`config.mk`:
```
export PLATFORM = sky130hd
export DESIGN_NAME = sid_write_sequencer
export DESIGN_NICKNAME = d
export VERILOG_FILES = /design/src/rtl/sid_write_sequencer.sv
export SDC_FILE = /design/constraint.sdc
export NUM_CORES = 1
export LEC_CHECK = 0
export ABC_AREA = 0
export BUFFER_PORTS_ARGS = -buffer_cell sky130_fd_sc_hd__buf_4
export CORE_MARGIN = 2
export CORE_UTILIZATION = 57
export DETAILED_ROUTE_END_ITERATION = 8
export PLACE_DENSITY = 0.89
export SYNTH_ARGS = -nofsm -noshare
export SYNTH_HDL_FRONTEND = slang
export SYNTH_SLANG_ARGS = --single-unit
```
`constraint.sdc`:
```
create_clock -name clk -period 3.5 [get_ports clk]
set_input_delay 0.7 -clock clk [delete_from_list [all_inputs] [get_ports clk]]
set_output_delay 0.7 -clock clk [all_outputs]
set_load 0.03 [all_outputs]
```
`src/rtl/sid_write_sequencer.sv`:
```
// Buffers host register-write commands and replays them onto the SID write port
// with programmable setup/hold around a single-cycle wr_en strobe.
module sid_write_sequencer #(
    parameter int unsigned FIFO_DEPTH = 4,
    parameter int unsigned SETUP_CYC  = 1,
    parameter int unsigned HOLD_CYC   = 1
) (
    input  logic                          clk,
    input  logic                          rst_n,
    input  logic                          cmd_valid,
    output logic                          cmd_ready,
    input  logic                          cmd_voice,
    input  logic [2:0]                    cmd_addr,
    input  logic [7:0]                    cmd_data,
    input  logic                          flush,
    output logic [2:0]                    reg_addr,
    output logic                          voice_sel,
    output logic [7:0]                    wr_data,
    output logic                          wr_en,
    output logic                          busy,
    output logic                          drop,
    output logic [$clog2(FIFO_DEPTH):0]   fifo_count
);

    localparam int unsigned PTR_W = $clog2(FIFO_DEPTH);
    localparam int unsigned CNT_W = PTR_W + 1;
    localparam int unsigned ENT_W = 12;
    localparam int unsigned TMR_W = 4;

    typedef enum logic [1:0] {IDLE, SETUP, STROBE, HOLD} state_t;

    state_t           state;
    logic [TMR_W-1:0] tmr;
    logic [ENT_W-1:0] mem [FIFO_DEPTH];
    logic [PTR_W-1:0] wr_ptr;
    logic [PTR_W-1:0] rd_ptr;
    logic [ENT_W-1:0] head;
    logic             head_ok;
    logic             push;
    logic             pop;

    // Entry layout: {voice[11], addr[10:8], data[7:0]}; addresses 3 and 7 are unmapped.
    assign cmd_ready = rst_n & ~flush & (fifo_count < CNT_W'(FIFO_DEPTH));
    assign push      = cmd_valid & cmd_ready;
    assign pop       = (state == IDLE) & (fifo_count != '0) & ~flush;
    assign head      = mem[rd_ptr];
    assign head_ok   = (head[9:8] != 2'b11);
    assign busy      = (state != IDLE) | (fifo_count != '0);

    always_ff @(posedge clk) begin
        if (push) begin
            mem[wr_ptr] <= {cmd_voice, cmd_addr, cmd_data};
        end
    end

    // FIFO pointers and occupancy; flush discards everything queued.
    always_ff @(posedge clk) begin
        if (!rst_n) begin
            wr_ptr     <= '0;
            rd_ptr     <= '0;
            fifo_count <= '0;
        end else if (flush) begin
            wr_ptr     <= '0;
            rd_ptr     <= '0;
            fifo_count <= '0;
        end else begin
            if (push) begin
                wr_ptr <= wr_ptr + PTR_W'(1);
            end
            if (pop) begin
                rd_ptr <= rd_ptr + PTR_W'(1);
            end
            case ({push, pop})
                2'b10:   fifo_count <= fifo_count + CNT_W'(1);
                2'b01:   fifo_count <= fifo_count - CNT_W'(1);
                default: fifo_count <= fifo_count;
            endcase
        end
    end

    // Write sequencer: IDLE pop -> SETUP -> STROBE -> HOLD -> IDLE.
    always_ff @(posedge clk) begin
        if (!rst_n) begin
            state     <= IDLE;
            tmr       <= '0;
            reg_addr  <= '0;
            voice_sel <= 1'b0;
            wr_data   <= '0;
            wr_en     <= 1'b0;
            drop      <= 1'b0;
        end else begin
            drop <= 1'b0;
            case (state)
                IDLE: begin
                    if (pop) begin
                        if (head_ok) begin
                            voice_sel <= head[11];
                            reg_addr  <= head[10:8];
                            wr_data   <= head[7:0];
                            tmr       <= '0;
                            state     <= SETUP;
                        end else begin
                            drop <= 1'b1;
                        end
                    end
                end
                SETUP: begin
                    if (tmr == TMR_W'(SETUP_CYC - 1)) begin
                        tmr   <= '0;
                        wr_en <= 1'b1;
                        state <= STROBE;
                    end else begin
                        tmr <= tmr + TMR_W'(1);
                    end
                end
                STROBE: begin
                    wr_en <= 1'b0;
                    tmr   <= '0;
                    state <= HOLD;
                end
                HOLD: begin
                    if (tmr == TMR_W'(HOLD_CYC - 1)) begin
                        tmr   <= '0;
                        state <= IDLE;
                    end else begin
                        tmr <= tmr + TMR_W'(1);
                    end
                end
                default: begin
                    state <= IDLE;
                end
            endcase
        end
    end

endmodule

```
# Word level (Yosys, flattened, before mapping)
# Memory sizes are Yosys's and may differ from the RTL's. A register that Yosys moved wholly into a read port is not among the register bits.
# Index checks and enable logic that the tools add are counted.
dict set report totals {
  ramBits 48
  in_bits 16
  register_bits 27
  mem_count 1
  elab_cells 65
}
dict set report op_classes {
  magnitude_cmp 1
  n_reduce_logical 13
  add_sub_neg 5
  eq_ne 10
  bitwise_logic 8
  muxes 17
}
# memory depth width read_ports rd_clocked_by_memory_dff wr line_no
set memory_table {}
lappend memory_table {mem 4 12 1 1 1 34} ;# logic [ENT_W-1:0] mem [FIFO_DEPTH];
# cell count
set ops {}
lappend ops {{$mux W2} 6}
lappend ops {{$mux W4} 3}
lappend ops {{$pmux W4 S3} 1}
lappend ops {{$ne A2 B2 Y1 const B} 5}
lappend ops {{$pmux W2 S4} 1}
lappend ops {{$eq A2 B2 Y1 const B} 3}
lappend ops {{$pmux W3 S2} 1}
lappend ops {{$reduce_and A3 Y1} 2}
lappend ops {{$reduce_bool A2 Y1} 3}
lappend ops {{$and A1 B1 Y1} 5}
lappend ops {{$add A2 B1 Y2 const B} 2}
lappend ops {{$add A4 B1 Y4 const B} 1}
lappend ops {{$eq A2 B1 Y1 const B} 2}
lappend ops {{$logic_not A4 Y1} 1}
lappend ops {{$mux W1} 4}
lappend ops {{$reduce_and A2 Y1} 2}
lappend ops {{$reduce_and A4 Y1} 1}
lappend ops {{$reduce_or A2 Y1} 2}
lappend ops {{$add A3 B1 Y3 const B} 1}
lappend ops {{$lt A3 B3 Y1 const B} 1}
lappend ops {{$reduce_bool A3 Y1} 1}
lappend ops {{$sub A3 B1 Y3 const B} 1}
lappend ops {{$logic_not A2 Y1} 1}
lappend ops {{$not A1 Y1} 2}
lappend ops {{other kinds (2)} 2}

# Depth between registers and ports, before layout
# Gate-level depths: netlist (run 1).
dict set report depth {
  word_depth 6
  mapped_depth 11
  mapped_depth_nobuf 11
}

# Worst setup path after synthesis (run 1)
# Ideal clock, no wire load.
dict set report synth_path {
  path_type {reg2reg}
  startpoint {register state[0]}
  endpoint {register fifo_count[2]}
  path_stages_with_launch 12
  period_less_slack_ns 2.445
  path_slack_ns 1.055
  n_path_buf 0
  arrival_ns 2.374
  path_cell_list {dfxtp_1 inv_1 ha_1 o31ai_1 or2_1 inv_2 ha_1 inv_1 fa_1 xor2_1 or3_1 a21oi_1}
}
dict set report synth_between {
  elab_chain_len 5
  elab_cells_between_ends 7
}
# item line_no
set synth_rtl {}
lappend synth_rtl {{start, declared} 32} ;# state_t state;
lappend synth_rtl {{start signal, assigned} 84} ;# state <= IDLE;
lappend synth_rtl {{start signal, assigned} 101} ;# state <= SETUP;
lappend synth_rtl {{start signal, assigned} 111} ;# state <= STROBE;
lappend synth_rtl {{$logic_not A2 Y1 (*)} 45} ;# assign pop = (state == IDLE) & (fifo_count != '0) & ~flush;
lappend synth_rtl {{$and A1 B1 Y1 (*) (2 in series)} 45}
lappend synth_rtl {{named net pop} 40} ;# logic pop;
lappend synth_rtl {{$eq A2 B1 Y1 / $eq A2 B2 Y1 (equally long branches)} 73} ;# case ({push, pop})
lappend synth_rtl {{$pmux W3 S2 / $reduce_bool A2 Y1 (equally long branches)} --}
lappend synth_rtl {{end signal, assigned} 74} ;# 2'b10: fifo_count <= fifo_count + CNT_W'(1);
lappend synth_rtl {{end signal, assigned} 75} ;# 2'b01: fifo_count <= fifo_count - CNT_W'(1);
lappend synth_rtl {{end signal, assigned} 76} ;# default: fifo_count <= fifo_count;
lappend synth_rtl {{end, declared} 22} ;# output logic [$clog2(FIFO_DEPTH):0] fifo_count
# Mark *: on every way through the listed nets, which the timed path passes. The rest lies on a longest branch.
# A chain may end at the register's enable or synchronous reset.

# Worst setup path in the final report (run 1)
# Ends and elaborated chain as after synthesis.

==> parameters.txt, run 1 <==
Parameter                              Value

Status
  Outcome    completed

Final layout
  Diode insertion count for antenna repair    0
  Final-stage net count    290
  Area growth, synth to finish    15.6%
  Final core area utilization    67.4%
  Fraction of layout cells with a size suffix above 1    29.7%

Clock tree
  Number of gates resized after cts    0
  Total CTS buffers    9
  Total number of H-tree levels    3
  Hold buffers post-CTS    0
  Maximum buffer depth of the clock tree    2
  Number of clock sinks    77
  Root cell of the clock tree    sky130_fd_sc_hd__clkbuf_8
  Clock latency reported for the late side of the worst-skew pair    0.35 ns
  TritonCTS clock tree    yes
  Clock slew at reported path FFs    0.08 ns
  Post-CTS setup repair buffer count    0

Floorplanning
  Top-level port count    35
  Floorplan row count    27
  Die outline height    78.6 um
  Effective utilization at floorplan    58.3%
  Placeable Area    5440 um2
  Die W    78.6 um
  Total Die Area    6170 um2

Timing
  Setup repair after global routing missed its margin    no
  Accumulated negative setup slack    0 ns
  Final worst-path cycle share    79.1%
  Final setup vio count    0
  Worst-Margin Slew    0.687 ns
  Final period demand of the worst path    2.77 ns
  Final hold violation count    0
  Clock skew    0.0109 ns
  Worst hold slack across all endpoints    0.457 ns
  Final count of pins violating max slew    0
  Max-Slew Margin vs Limit    53.8%
  Maximum frequency from static timing analysis    361 MHz

Yosys
  Post-synthesis net count    251
  Mean area per synthesized cell    14.3 um2
  Proportion of netlist area held by the largest area contributor    45.5%
  Share of synthesized area occupied by flip-flops and latches    63.8%
  Number of distinct library cells after synthesis    40
  Area leader, netlist    sky130_fd_sc_hd__edfxtp_1
  Number of warning messages in the yosys log    0
  Post-synthesis instance area    3170 um2
  Count of state elements after synthesis    77
  Top cells by area in the synthesized netlist    sky130_fd_sc_hd__edfxtp_1 45%, sky130_fd_sc_hd__dfxtp_1 18%, sky130_fd_sc_hd__mux4_2 8.5%
  Count of mapped cells out of synthesis    222

Setup path
  Dominant delay contributor by cell family on the critical path    adder cells
  Critical path required time    3.78 ns
  Maximum fanout along the worst path    6
  Kind of capture point of the worst setup path    flip-flop
  CP peak stage delay    0.37 ns
  Slowest cell on the critical path    sky130_fd_sc_hd__fa_1
  CP arrival    3.05 ns
  Critical path class    reg -> reg
  Critical path cell sequence    inv_1 -> ha_1 -> o31ai_1 -> or2_1 -> inv_2 -> ha_1 -> inv_1 -> fa_1 -> xor2_1 -> or3_1 -> a21oi_1
  Number of buffer and inverter instances along the worst setup path    3
  Sort of element at the start of the critical path    flip-flop

Global routing
  GRT Resource Usage Total    19.5%
  Remaining Overflow, GRT    0
  Number of antenna violations at the first check in global routing    0
  Global-route wire length before repair    8850 um
  Via count of the first global-routing pass    1848
  Pin count of the biggest net entering global routing    27

Route
  Residual DRC count    0
  Average vias per placed instance    5.27
  Post-DRT Antenna Nets    0
  Detailed-route wire length    5230 um
  Total number of vias    1780
  DRC violation total after the first TritonRoute iteration    57
  Number of detailed-route iterations in the first pass    4
  Average wire per cell in the routed design    15.5 um

Placement
  Half-perimeter wire length after placement    3670 um
  Routability cong.    0.770
  Port Buffers    34

Power
  Power per cell area    478 nW/um2
  Maximum resistive drop on vdd    0.321 mV
  Static leakage    0.00128 uW

Run
  Maximum capacitance violations    0

Hold path
  Path category of the worst min-delay check    reg -> reg
[cell usage after synthesis (all sizes together)]
cell and number:
clkbuf 5, edfxtp 48, nor3b 3, buf 3, mux4 12, inv 13
and2 4, ha 12, nor2 14, nand2b 1, or3b 1, mux2i 4
o221a 2, a21boi 11, a211o 1, o211ai 1, fa 1, a22oi 1
a211oi 1, o31ai 1, xor2 2, o22ai 3, or4 1, o2111ai 1
dfxtp 29, or3 1, nand3 1, xnor2 3, nor3 1, o21ai 4
nand2 31, or2 1, nand3b 1, a21oi 4
[metal layers]
metal	GRT usage, %	vias up	part of all wire (%)
met2	30.9	26	50
met4	12.5	0	3.0
li1	-	879	-
met1	24.6	861	45
met5	0	-	0
met3	3.79	14	2.7
[report_power, final]
group / switching [uW] / internal [uW]
combinational: 98.5 / 70.2
sequential: 10.5 / 977
clock: 334 / 259
[cell usage in the layout, fill, tap and decap left out, types with 3 or more instances in the layout]
| master | n |
|---|---|
| sky130_fd_sc_hd__dfxtp_1 | 29 |
| sky130_fd_sc_hd__o21ai_0 | 3 |
| sky130_fd_sc_hd__buf_4 | 36 |
| sky130_fd_sc_hd__nand2_1 | 21 |
| sky130_fd_sc_hd__and2_1 | 4 |
| sky130_fd_sc_hd__mux2i_1 | 4 |
| sky130_fd_sc_hd__ha_1 | 12 |
| sky130_fd_sc_hd__nor2_1 | 14 |
| sky130_fd_sc_hd__mux4_2 | 12 |
| sky130_fd_sc_hd__a21oi_1 | 3 |
| sky130_fd_sc_hd__o22ai_1 | 3 |
| sky130_fd_sc_hd__a21boi_1 | 11 |
| sky130_fd_sc_hd__clkbuf_8 | 9 |
| sky130_fd_sc_hd__nand2_2 | 10 |
| sky130_fd_sc_hd__xnor2_1 | 3 |
| sky130_fd_sc_hd__inv_1 | 12 |
| sky130_fd_sc_hd__edfxtp_1 | 48 |
[logic make-up after synthesis]
logic type               share of synthesized area (%)
flip-flops                                        63.8
buffers and inverters                             2.80
adder cells (fa/ha/maj)                           5.37
AO/OA/AOI/OAI                                     7.46
XOR/XNOR                                          1.38
multiplexers                                      9.79
AND/OR/NAND/NOR                                   9.43
[worst reg2reg max path: cells and delay by family, from the launching register on]
family / cells / cell delay (ns)
compound gates: 2 / 0.37
fa+ha+maj: 3 / 0.89
xor+xnor: 1 / 0.16
simple gates: 2 / 0.64
buf+inv: 3 / 0.28
flops: 1 / 0.35
[metrics by stage]
step / power, uW / std cells / setup WS (ns) / area, um2
6_report: 1750 / 338 / 0.733 / 3660
5_1_grt: 1820 / 338 / 0.485 / 3660
4_1_cts: 1760 / 338 / 0.720 / 3660
3_5_place_dp: 1180 / 322 / 0.609 / 3490
3_3_place_gp: 1170 / 322 / 0.755 / 3490
2_1_floorplan: 1120 / 222 / 1.06 / 3170
[state kept, by name, indices dropped and copies added, names as in the netlist, 2 cells and up, named ones only]
signal,cells
rd_ptr,2
tmr,4
wr_ptr,2
state,2
reg_addr,3
mem,48
wr_data,8
fifo_count,3
[final cells by class]
| cell class | count | area [um2] |
|---|---|---|
| Sequential cell | 77 | 2020 |
| Fill cell | 378 | 1770 |
| Clock inverter | 7 | 50.0 |
| Timing Repair Buffer | 36 | 270 |
| Clock buffer | 9 | 124 |
| Inverter | 13 | 48.8 |
| Multi-Input combinational cell | 124 | 1060 |
| Tap cell | 72 | 90.1 |
[worst paths after layout]
kind	cells after the start	from	slack [ns]	end
worst max register to register	11	state[0]	0.73	fifo_count[2]
worst min-delay path	2	wr_data[5]	0.46	wr_data[5]
worst max-delay path	11	state[0]	0.73	fifo_count[2]
worst min register to register	2	wr_data[5]	0.46	wr_data[5]
Power figures use the tool's default switching activity.
==> run 2: changes to the inputs <==
--- a/config.mk
+++ b/config.mk
@@ -5,12 +5,12 @@
 export SDC_FILE = /design/constraint.sdc
 export NUM_CORES = 1
 export LEC_CHECK = 0
-export ABC_AREA = 0
+export ABC_AREA = 1
 export BUFFER_PORTS_ARGS = -buffer_cell sky130_fd_sc_hd__buf_4
 export CORE_MARGIN = 2
-export CORE_UTILIZATION = 57
+export CORE_UTILIZATION = 58
 export DETAILED_ROUTE_END_ITERATION = 8
-export PLACE_DENSITY = 0.89
+export PLACE_DENSITY = 0.9
 export SYNTH_ARGS = -nofsm -noshare
 export SYNTH_HDL_FRONTEND = slang
 export SYNTH_SLANG_ARGS = --single-unit
==> constraint.sdc (replaced) <==
create_clock -name clk -period 2.63 [get_ports clk]
set_input_delay 0.526 -clock clk [delete_from_list [all_inputs] [get_ports clk]]
set_output_delay 0.526 -clock clk [all_outputs]
set_load 0.03 [all_outputs]
==> run 2 against run 1 <==
  * Flip-flop and latch count stayed put
  * Total power increased by 63%
  * Design area rose by 5.3%
  * First-iteration DRC count grew to 3.5 times the previous value
  * Synthesized area increased by 3.7%
  * Critical path depth is the same
  * Utilization is 2.7 points higher
==> parameters.txt, run 2 <==
Parameter                              Value

Clock tree
  Post-CTS setup repair buffer count    0
  Clock slew at reported path FFs    0.08 ns
  Root cell of the clock tree    sky130_fd_sc_hd__clkbuf_8
  TritonCTS clock tree    yes
  Total CTS buffers    9
  Total number of H-tree levels    3
  Maximum buffer depth of the clock tree    2
  Number of clock sinks    77
  Hold buffers post-CTS    0
  Clock latency reported for the late side of the worst-skew pair    0.35 ns

Timing
  Accumulated negative setup slack    0 ns
  Worst-Margin Slew    0.437 ns
  Setup repair after global routing missed its margin    no
  Maximum frequency from static timing analysis    421 MHz
  Final count of pins violating max slew    0
  Final worst-path cycle share    90.3%
  Clock skew    0.00571 ns
  Final Worst Setup Slack    0.256 ns
  Final hold violation count    0
  Final setup vio count    0
  Max-Slew Margin vs Limit    70.8%
  Final period demand of the worst path    2.37 ns

Yosys
  Top cells by area in the synthesized netlist    sky130_fd_sc_hd__edfxtp_1 44%, sky130_fd_sc_hd__dfxtp_1 18%, sky130_fd_sc_hd__nor2_1 6.7%
  Count of state elements after synthesis    77
  Share of synthesized area occupied by flip-flops and latches    61.5%
  Post-synthesis instance area    3290 um2
  Post-synthesis net count    347
  Count of mapped cells out of synthesis    318
  Most common cell in the synthesized netlist    sky130_fd_sc_hd__nor2_1
  Share of async-settable or async-resettable flops after synthesis    0%
  Area leader, netlist    sky130_fd_sc_hd__edfxtp_1
  Proportion of netlist area held by the largest area contributor    43.8%
  Most used DFF post-synth    sky130_fd_sc_hd__edfxtp_1
  Number of distinct library cells after synthesis    31
  Number of synthesized flops with an enable pin    48
  Mean area per synthesized cell    10.3 um2
  Cell types with the highest counts after synthesis    59 x sky130_fd_sc_hd__nor2_1, 48 x sky130_fd_sc_hd__edfxtp_1, 32 x sky130_fd_sc_hd__nand2_1, 29 x sky130_fd_sc_hd__dfxtp_1, 26 x sky130_fd_sc_hd__o21ai_0
  Number of warning messages in the yosys log    0

Run
  Maximum capacitance violations    0

Route
  Number of detailed-route iterations in the first pass    4
  Average wire per cell in the routed design    14.8 um
  Residual DRC count    0
  Detailed-route wire length    6470 um
  Average vias per placed instance    5.40
  Total number of vias    2367
  Post-DRT Antenna Nets    0
  DRC violation total after the first TritonRoute iteration    202

Floorplanning
  Total Die Area    6290 um2
  Die outline height    79.3 um
  Placeable Area    5510 um2
  Top-level port count    35
  Die W    79.3 um
  Floorplan row count    27
  Effective utilization at floorplan    59.7%

Power
  Pwr Total    2860 uW
  Power per cell area    741 nW/um2
  Maximum resistive drop on vdd    0.569 mV
  Static leakage    0.00154 uW

Setup path
  Maximum fanout along the worst path    8
  Slowest cell on the critical path    sky130_fd_sc_hd__fa_1
  Number of buffer and inverter instances along the worst setup path    2
  CP arrival    2.66 ns
  Critical path cell sequence    inv_1 -> ha_2 -> nand2_2 -> nor2_8 -> ha_1 -> inv_1 -> fa_1 -> a21oi_1 -> o21ai_0 -> or2_2 -> a21oi_1
  Dominant delay contributor by cell family on the critical path    adder cells
  Sort of element at the start of the critical path    flip-flop
  Kind of capture point of the worst setup path    flip-flop
  CP peak stage delay    0.39 ns
  Critical path required time    2.91 ns
  Critical path class    reg -> reg

Global routing
  Via count of the first global-routing pass    2386
  Global-route wire length before repair    10800 um
  Pin count of the biggest net entering global routing    26
  Number of antenna violations at the first check in global routing    0
  Remaining Overflow, GRT    0
  GRT Resource Usage Total    22.7%

Final layout
  Filler-free cell count of the finished design    438
  Final-stage net count    390
  Flip-flop count of the largest register after layout    48
  Fill cell total of the finished layout    383
  Fraction of layout cells with a size suffix above 1    23.5%
  Diode insertion count for antenna repair    0
  Commonest cells after routing, fill and taps aside    59 x sky130_fd_sc_hd__nor2_1, 48 x sky130_fd_sc_hd__edfxtp_1, 42 x sky130_fd_sc_hd__buf_4, 32 x sky130_fd_sc_hd__nand2_1, 29 x sky130_fd_sc_hd__dfxtp_1
  Largest registers    mem x48, wr_data x8, tmr x4
  Biggest register    mem
  Commonest non-fill, non-tap cell in the layout    sky130_fd_sc_hd__nor2_1
  Area growth, synth to finish    17.3%

Status
  Outcome    completed

Placement
  Worst slack at placement    0.187 ns
  Instance count after placement with tap cells included    422
  Half-perimeter wire length after placement    4230 um
  Port Buffers    34
  Routability cong.    0.804

Hold path
  Path category of the worst min-delay check    in -> reg
run 2: area by class of cell:
cell class              instances  area (um2)  area share, %
clock buffers                   9         124           3.21
clock inverters                 7        98.8           2.56
inverters                      30         118           3.05
multi-input cells             201        1090           28.3
flip-flops and latches         77        2020           52.4
well taps                      72        90.1           2.34
repair buffers                 42         315           8.17
run 2: logic make-up after synthesis:
family	Yosys count	share of synthesized area, %
buffers and inverters	40	5.44
xor gates and xnor gates	1	0.266
DFF	77	61.5
and+or+nand+nor	128	17.8
adders and majority gates	13	5.17
AOI/OAI and AO/OA	59	9.82
run 2: per-layer routing:
metal / global-route usage [%] / wire length (um) / vias to the layer above / part of all wire [%]
li1: - / - / 1161 / -
met1: 27.2 / 2700 / 1108 / 42
met2: 38.0 / 3300 / 84 / 51
met3: 5.80 / 358 / 14 / 5.5
met4: 11.2 / 113 / 0 / 1.7
met5: 0 / 0 / - / 0
run 2: timing repair:
action | 4_1_cts | 5_1_grt
gates resized for setup | 0 | 1
hold endpoints to repair | 0 | 0
endpoints found under the setup margin | 0 | 1
run 2: stage by stage:
step / cell area, um2 / hold slack, ns / utilization, %
finish: 3860 / 0.374 / 70.1
CTS: 3850 / 0.360 / 70.0
global route: 3860 / 0.351 / 70.1
global placement: 3630 / 0.449 / 66.0
detailed placement: 3630 / 0.456 / 66.0
floorplan: 3290 / 0.436 / -
run 2: path summary, 6_finish.rpt:
kind / cells after the start / slack (ns) / start / to
max: 11 / 0.26 / state[0] / fifo_count[2]
min reg2reg: 2 / 0.47 / rd_ptr[1] / flip-flop
min: 1 / 0.37 / cmd_data[1] / mem[0][1]
max reg2reg: 11 / 0.26 / state[0] / fifo_count[2]
run 2: where the power goes:
group	internal, uW	switching (uW)
sequential	1330	36.8
combinational	188	321
clock	539	442
==> run 3: changes to the inputs <==
--- a/config.mk
+++ b/config.mk
@@ -5,12 +5,11 @@
 export SDC_FILE = /design/constraint.sdc
 export NUM_CORES = 1
 export LEC_CHECK = 0
-export ABC_AREA = 1
 export BUFFER_PORTS_ARGS = -buffer_cell sky130_fd_sc_hd__buf_4
 export CORE_MARGIN = 2
-export CORE_UTILIZATION = 58
+export CORE_UTILIZATION = 57
 export DETAILED_ROUTE_END_ITERATION = 8
-export PLACE_DENSITY = 0.9
+export PLACE_DENSITY = 0.89
 export SYNTH_ARGS = -nofsm -noshare
 export SYNTH_HDL_FRONTEND = slang
 export SYNTH_SLANG_ARGS = --single-unit
==> run 3 against run 2 <==
  * Non-clock buffer count up 2
  * Setup slack got worse by 0.0066 ns
  * Global-route usage is 3.4 points lower
==> parameters.txt, run 3 (synthesized netlist as in run 1, its figures left out) <==
Parameter                              Value

Floorplanning
  Total Die Area    6170 um2
  Die W    78.6 um
  Effective utilization at floorplan    58.3%
  Die outline height    78.6 um
  Placeable Area    5440 um2
  Top-level port count    35
  Floorplan row count    27

Clock tree
  Root cell of the clock tree    sky130_fd_sc_hd__clkbuf_8
  Clock latency reported for the late side of the worst-skew pair    0.34 ns
  TritonCTS clock tree    yes
  Total CTS buffers    9
  Clock slew at reported path FFs    0.08 ns
  Number of clock sinks    77
  Total number of H-tree levels    3
  Post-CTS setup repair buffer count    0
  Maximum buffer depth of the clock tree    2

Final layout
  Commonest cells after routing, fill and taps aside    48 x sky130_fd_sc_hd__edfxtp_1, 44 x sky130_fd_sc_hd__buf_4, 29 x sky130_fd_sc_hd__dfxtp_1, 21 x sky130_fd_sc_hd__nand2_1, 14 x sky130_fd_sc_hd__nor2_1
  Final-stage net count    298
  Commonest non-fill, non-tap cell in the layout    sky130_fd_sc_hd__edfxtp_1
  Flip-flop count of the largest register after layout    48
  Area growth, synth to finish    18.4%
  Sequential cell area    2020 um2
  Diode insertion count for antenna repair    0
  Largest registers    mem x48, wr_data x8, tmr x4
  Fraction of layout cells with a size suffix above 1    32.5%
  Area of the multi-input gates    1070 um2
  Biggest register    mem
  Fill cell total of the finished layout    354

Run
  Maximum capacitance violations    0

Route
  Total number of vias    1843
  DRC violation total after the first TritonRoute iteration    99
  Average vias per placed instance    5.33
  Number of detailed-route iterations in the first pass    4
  Average wire per cell in the routed design    15.1 um
  Detailed-route wire length    5230 um
  Post-DRT Antenna Nets    0
  Residual DRC count    0

Global routing
  Number of antenna violations at the first check in global routing    0
  Global-route wire length before repair    8800 um
  Remaining Overflow, GRT    0
  Via count of the first global-routing pass    1873
  GRT Resource Usage Total    19.2%
  Pin count of the biggest net entering global routing    27

Setup path
  CP arrival    2.65 ns
  Startpoint of the worst setup timing path    state[1]
  Kind of capture point of the worst setup path    flip-flop
  Critical path class    reg -> reg
  Crit Reg-Reg Startpoint    state[1]
  Sort of element at the start of the critical path    flip-flop
  Maximum fanout along the worst path    5
  Critical path required time    2.90 ns

Placement
  Port Buffers    34
  Routability cong.    0.809
  Half-perimeter wire length after placement    3530 um

Hold path
  Hold path startpoint    cmd_data[5]
  Path category of the worst min-delay check    in -> reg

Status
  Outcome    completed

Timing
  Final hold violation count    0
  Final setup vio count    0
  Final worst-path cycle share    90.5%
  Max-Slew Margin vs Limit    70.4%
  Final count of pins violating max slew    0
  Worst-Margin Slew    0.441 ns
  Setup repair after global routing missed its margin    no
  Maximum frequency from static timing analysis    420 MHz
  Clock skew    0.00965 ns
  Accumulated negative setup slack    0 ns
  Final period demand of the worst path    2.38 ns

Power
  Pwr Total    2400 uW
  Power per cell area    638 nW/um2
  Maximum resistive drop on vdd    0.545 mV
  Static leakage    0.00134 uW
## run 3: changes by cell type in the layout (fill, tap and decap cells not counted), moves of 9 or more
cell	before	now
sky130_fd_sc_hd__nor2_1	59	14
sky130_fd_sc_hd__o21ai_0	26	3
sky130_fd_sc_hd__inv_1	24	12
sky130_fd_sc_hd__mux4_2	0	12
sky130_fd_sc_hd__a21boi_1	0	11
sky130_fd_sc_hd__nand2_1	32	21
sky130_fd_sc_hd__nand3_1	10	1
sky130_fd_sc_hd__o21ai_1	10	1
## run 3: cell type report
cell class / count / area share, %
Clock buffer: 12 / 4.43
Clock inverter: 4 / 0.800
Inverter: 13 / 1.30
Multi-Input combinational cell: 124 / 28.4
Sequential cell: 77 / 53.8
Tap cell: 72 / 2.40
Timing Repair Buffer: 44 / 8.80
## run 3: timing repair
action | CTS | global route
resized for setup | 0 | 2
endpoints found under the setup margin | 0 | 1
hold buffers | 0 | 0
## run 3: per-stage QoR
stage,std cells,util (%),area [um2],setup slack [ns],hold WS [ns]
after floorplan,222,-,3170,0.185,0.437
after global placement,330,65.3,3550,0.284,0.439
after detailed placement,330,65.3,3550,0.181,0.443
after CTS,346,68.9,3750,0.158,0.366
after global routing,346,69.0,3750,0.0534,0.369
final,346,69.0,3750,0.249,0.387
## run 3: report_power, final
| group | internal (uW) | switching (uW) | total (uW) |
|---|---|---|---|
| registers | 1300 | 13.0 | 1310 |
| clock network | 428 | 419 | 847 |
| logic | 103 | 132 | 234 |
| total | 1830 | 564 | 2400 |
## run 3: path summary, 6_finish.rpt
kind              endpoint  slack [ns]  cells past startpoint
max          fifo_count[2]        0.25                     11
min              mem[1][5]        0.39                      1
max reg2reg  fifo_count[2]        0.25                     11
min reg2reg          wr_en        0.45                      2
## run 3: metal layers
metal  routed length [um]  up-vias  GRT usage [%]
li1                     -      893              -
met1                 2350      900           23.9
met2                 2540       42           31.5
met3                  245        8           5.17
met4                   86        0           8.95
met5                    0        -              0
## run 3: critical path, stage by stage (launching register included)
cell and delay, ns:
sky130_fd_sc_hd__dfxtp_1 0.35, sky130_fd_sc_hd__inv_1 0.11, sky130_fd_sc_hd__ha_1 0.19, sky130_fd_sc_hd__o31ai_2 0.12, sky130_fd_sc_hd__or2_4 0.28, sky130_fd_sc_hd__inv_2 0.07, sky130_fd_sc_hd__ha_1 0.17, sky130_fd_sc_hd__inv_1 0.06
sky130_fd_sc_hd__fa_1 0.37, sky130_fd_sc_hd__xor2_1 0.15, sky130_fd_sc_hd__or3_1 0.30, sky130_fd_sc_hd__a21oi_1 0.13
